**config.mk**
```make
export PLATFORM = sky130hd
export DESIGN_NAME = hangman_game_fsm
export DESIGN_NICKNAME = d
export VERILOG_FILES = /design/src/rtl/hangman_game_fsm.sv
export SDC_FILE = /design/constraint.sdc
export NUM_CORES = 1
export LEC_CHECK = 0
export BUFFER_PORTS_ARGS = -buffer_cell sky130_fd_sc_hd__clkbuf_2
export CAP_MARGIN = 15
export CORE_MARGIN = 8
export CORE_UTILIZATION = 43
export CTS_CLUSTER_SIZE = 10
export DETAILED_ROUTE_END_ITERATION = 12
export PLACE_DENSITY = 0.62
export SLEW_MARGIN = 20
export SYNTH_ARGS = -nofsm -noshare
export SYNTH_HDL_FRONTEND = slang
export SYNTH_SLANG_ARGS = --single-unit
```
**constraint.sdc**
```tcl
create_clock -name clk -period 2.3 [get_ports clk]
set_input_delay 0.115 -clock clk [delete_from_list [all_inputs] [get_ports clk]]
set_output_delay 0.115 -clock clk [all_outputs]
set_load 0.1 [all_outputs]
```
**src/rtl/hangman_game_fsm.sv**
```systemverilog
// Hangman game control: holds the secret word, takes letter guesses, scans one position per cycle.
// Optional HANGMAN_REPEAT_PENALTY_EN: a repeated letter costs a wrong guess instead of being ignored.
module hangman_game_fsm #(
    parameter int WORD_LEN  = 5,
    parameter int MAX_WRONG = 6
) (
    input  logic                  clk,
    input  logic                  reset,
    input  logic                  start,
    input  logic                  word_load,
    input  logic [5*WORD_LEN-1:0] word_data,
    input  logic                  guess_valid,
    input  logic [4:0]            guess_letter,
    output logic                  guess_ready,
    output logic [3:0]            state,
    output logic [WORD_LEN-1:0]   revealed,
    output logic [2:0]            wrong_count,
    output logic [25:0]           letter_used
);

    localparam int IDX_W = (WORD_LEN > 1) ? $clog2(WORD_LEN) : 1;

    typedef enum logic [2:0] {
        PH_START,
        PH_IDLE,
        PH_SCAN,
        PH_RESOLVE,
        PH_WIN,
        PH_LOST
    } phase_e;

    phase_e                phase_q, phase_d;
    logic [5*WORD_LEN-1:0] word_q, word_d;
    logic [WORD_LEN-1:0]   revealed_q, revealed_d;
    logic [2:0]            wrong_count_q, wrong_count_d;
    logic [25:0]           letter_used_q, letter_used_d;
    logic [4:0]            guess_q, guess_d;
    logic                  hit_q, hit_d;
    logic [IDX_W-1:0]      idx_q, idx_d;

    logic [5*WORD_LEN-1:0] word_src;
    logic [WORD_LEN-1:0]   blank_mask;
    logic [4:0]            cur_letter;

    // A load in the same cycle as start must be the word the new game uses.
    always_comb begin
        word_src   = word_load ? word_data : word_q;
        blank_mask = '0;
        for (int i = 0; i < WORD_LEN; i++)
            blank_mask[i] = (word_src[5*i +: 5] >= 5'd26);
        cur_letter = word_q[5*int'(idx_q) +: 5];
    end

    always_ff @(posedge clk) begin
        if (reset) begin
            phase_q       <= PH_START;
            word_q        <= '0;
            revealed_q    <= '0;
            wrong_count_q <= '0;
            letter_used_q <= '0;
            guess_q       <= '0;
            hit_q         <= 1'b0;
            idx_q         <= '0;
        end else begin
            phase_q       <= phase_d;
            word_q        <= word_d;
            revealed_q    <= revealed_d;
            wrong_count_q <= wrong_count_d;
            letter_used_q <= letter_used_d;
            guess_q       <= guess_d;
            hit_q         <= hit_d;
            idx_q         <= idx_d;
        end
    end

    always_comb begin
        phase_d       = phase_q;
        word_d        = word_q;
        revealed_d    = revealed_q;
        wrong_count_d = wrong_count_q;
        letter_used_d = letter_used_q;
        guess_d       = guess_q;
        hit_d         = hit_q;
        idx_d         = idx_q;

        case (phase_q)
            PH_START: begin
                if (word_load)
                    word_d = word_data;
                if (start) begin
                    revealed_d    = blank_mask;
                    wrong_count_d = '0;
                    letter_used_d = '0;
                    phase_d       = PH_IDLE;
                end
            end
            PH_IDLE: begin
                if (guess_valid && guess_letter <= 5'd25) begin
                    if (letter_used_q[guess_letter]) begin
`ifdef HANGMAN_REPEAT_PENALTY_EN
                        hit_d   = 1'b0;
                        phase_d = PH_RESOLVE;
`endif
                    end else begin
                        letter_used_d[guess_letter] = 1'b1;
                        guess_d = guess_letter;
                        hit_d   = 1'b0;
                        idx_d   = '0;
                        phase_d = PH_SCAN;
                    end
                end
            end
            PH_SCAN: begin
                if (cur_letter == guess_q) begin
                    revealed_d[idx_q] = 1'b1;
                    hit_d             = 1'b1;
                end
                if (idx_q == IDX_W'(WORD_LEN - 1))
                    phase_d = PH_RESOLVE;
                else
                    idx_d = idx_q + 1'b1;
            end
            PH_RESOLVE: begin
                if (!hit_q) begin
                    if (wrong_count_q < 3'(MAX_WRONG))
                        wrong_count_d = wrong_count_q + 3'd1;
                    if (wrong_count_q + 3'd1 >= 3'(MAX_WRONG))
                        phase_d = PH_LOST;
                    else
                        phase_d = PH_IDLE;
                end else if (&revealed_q) begin
                    phase_d = PH_WIN;
                end else begin
                    phase_d = PH_IDLE;
                end
            end
            PH_WIN, PH_LOST: begin
                if (start)
                    phase_d = PH_START;
            end
            default: phase_d = PH_START;
        endcase
    end

    always_comb begin
        case (phase_q)
            PH_START: state = 4'd0;
            PH_WIN:   state = 4'd2;
            PH_LOST:  state = 4'd3;
            default:  state = 4'd1;
        endcase
    end

    assign guess_ready = (phase_q == PH_IDLE);
    assign revealed    = revealed_q;
    assign wrong_count = wrong_count_q;
    assign letter_used = letter_used_q;

endmodule

```
==> flow_summary.yaml <==
outcome:
  status: "finished, final reports clean"
clock_tree:
  cts_tree: "done"
  cts_buffers: 9
  cts_setup_buffers: 0
  htreeDepth: 3
  clockBufferDepth: 2
  clock_latency_ps: 350
  clk_pin_slew_ps: 80
  ctsRootBufferMaster: "clkbuf_8"
  cts_sinks: 71
timing:
  maxSlewViolCount: 0
  worst_slew_pin_slew_ps: 622
  fin_crit_ps: 2150
  setup_ws_ps: 148
  fin_skew_ps: 9.71
  hold_violations: 0
  slew_headroom_pct: 58.5
  setup-violations-final: 0
  fmax_mhz: 465
  fin_crit_sh_pct: 93.5
  rsz0062_at_grt: "false"
synthesis:
  async_flop_share_pct: 0
  synth_common_cells: "dfxtp_1, nand2_1, a21oi_1"
  ys_seq_elements: 71
  synth_top_cell_by_area: "dfxtp_1"
  yosys-top-cells-area: "dfxtp_1, nand2_1, a21oi_1, a22o_1, mux2_2"
  synth.avg_cell_area_um2: 8.66
  syn_area_mm2: 0.00348
  ys_dominant_reg_cell: "dfxtp_1"
  yosysWarnings: 0
  yosysSeqAreaShare_pct: 40.8
  ys_types: 51
  synth-edff-count: 0
  synth_cells: 402
  synth_top_area_share_pct: 40.8
  synth_most_common_cell: "dfxtp_1"
global_route:
  grt_pass1_vias: 3244
  antenna_found_initial: 0
  track_usage_pct: 17.9
  grt_pass1_wl_mm: 16.4
  overflow: 0
  grt_max_degree: 44
drt:
  wire_per_inst_um: 16.4
  via_count: 3283
  drt_wl_total_mm: 9.80
  ant_nets: 0
  drt_first_pass_iters: 4
  route.detailed.drc: 0
  drt_iter0_markers: 161
  drt-vias-per-instance: 5.48
cells_and_area:
  n_fill_cell: 769
  antenna_cells: 0
  synthToLayoutAreaGrowth_pct: 25.8
  final_nets: 529
  fin_util_pct: 54.7
  drive_gt1_share_pct: 27.7
floorplan:
  io_pins: 74
  die_y_um: 106
  die-area_mm2: 0.0112
  initial_utilization_pct: 43.5
  core-area_mm2: 0.00801
  dieWidth_um: 106
  rows: 33
hold_path:
  hp-class: "primary input to flip-flop"
setup_path:
  cp_max_fo: 15
  end_kind: "flip-flop"
  critical_path.max_stage_delay_ps: 480
  crit_required_ps: 2540
  crit_path_start_kind: "flip-flop"
  cp_slowest_cell: "mux4_2"
  path_cells: "mux4_2 > o211ai_2 > o311ai_1 > or3_4 > buf_12 > nor2b_1 > and2_1"
  critPathArrivalTime_ps: 2400
  worstSetupPathType: "flip-flop to flip-flop"
place:
  place_ws_ps: 115
  hpwl_mm: 7.10
  place.port_buffers: 71
  gp_congestion: 0.852
run:
  max_cap_violations: 0
power_and_ir_drop:
  power.total_mw: 2.96
  power.density_mw_per_mm2: 676
  peakVddDrop_v: 0.000306
  leakage_nw: 1.83
-- state kept, by name (all words and copies together) (netlist names) --
name / flops
phase_q: 3
word_q: 25
guess_q: 5
wrong_count: 3
revealed: 5
idx_q: 3
letter_used: 26
hit_q: 1
-- path summary, 6_finish.rpt --
kind / slack, ps / depth (start not counted) / start / endpoint
worst max-delay path: 150 / 7 / letter_used[23]$_SDFFE_PP0P_ / idx_q[0]$_SDFFE_PP0P_
worst min register to register: 460 / 2 / word_q[10]$_SDFFE_PP0P_ / word_q[10]$_SDFFE_PP0P_
worst max register to register: 150 / 7 / letter_used[23]$_SDFFE_PP0P_ / idx_q[0]$_SDFFE_PP0P_
worst min-delay path: 9 / 3 / word_data[8] / word_q[8]$_SDFFE_PP0P_
-- routing by layer --
metal  up-vias  wire [um]  track usage, %
li1       1627          -               -
met1      1549       4400            22.8
met2        94       4670            28.3
met3        13        558            4.23
met4         0        176            7.84
met5         -          0               0
-- power by group --
group / internal (mW) / leakage (nW) / switching (mW)
logic: 0.177 / 1.15 / 0.361
registers: 1.28 / 0.581 / 0.0528
clock network: 0.602 / 0.105 / 0.483
-- stage by stage --
| step | setup TNS, ps | hold WS (ps) | std cells | area, um^2 |
|---|---|---|---|---|
| after floorplan | -1430 | 251 | 403 | 3510 |
| after global placement | 0 | 338 | 568 | 4000 |
| after detailed placement | 0 | 346 | 568 | 4000 |
| after CTS | 0 | 0.180 | 599 | 4370 |
| after global routing | 0 | 3.12 | 599 | 4380 |
| final | 0 | 8.78 | 599 | 4380 |
-- worst max-delay path: cells and delay by family, from the launching register on --
kind                   cells  cell delay (ps)
buffers and inverters      1              180
multiplexers               1              480
AO/OA/AOI/OAI              2              290
flip-flops                 1              340
AND/OR/NAND/NOR            3              750
-- cells by family (layout without fill, tap and decap cells) --
| family | count (synthesis) | after routing | share of synthesized area, % |
|---|---|---|---|
| compound gates | 113 | 113 | 22.8 |
| xor+xnor | 3 | 3 | 0.755 |
| fa+ha+maj | 4 | 4 | 1.44 |
| buf+inv | 33 | 124 | 4.56 |
| flops | 71 | 71 | 40.8 |
| mux | 25 | 25 | 8.99 |
| other cells | 1 | 2 | 0.108 |
| simple gates | 152 | 152 | 20.5 |
-- cell usage in the layout (no fill, tap or decap), drive strengths merged, types with 6 or more instances in the layout --
master	instances
a21oi	45
a22o	17
buf	17
clkbuf	80
dfxtp	71
dlygate4sd3	16
mux2	10
mux2i	11
nand2	69
nand3	10
nor2	28
nor2b	7
nor3	7
nor3b	6
o2111ai	10
o21ai	9
-- area by class of cell --
class	count	area (um^2)	share of cell area, %
Clock buffer	9	124	2.83
Clock inverter	6	86.3	1.97
Inverter	5	18.8	0.429
Multi-Input combinational cell	299	1930	44.1
Sequential cell	71	1430	32.7
Tap cell	105	131	3.00
Timing Repair Buffer	104	656	15.0
-- repair_timing --
item	CTS	global route
endpoints found under the setup margin	0	4
endpoints found under the hold margin	16	0
hold buffers	16	0
resized for setup	0	1
No activity file was read; power rests on OpenSTA's default activity.
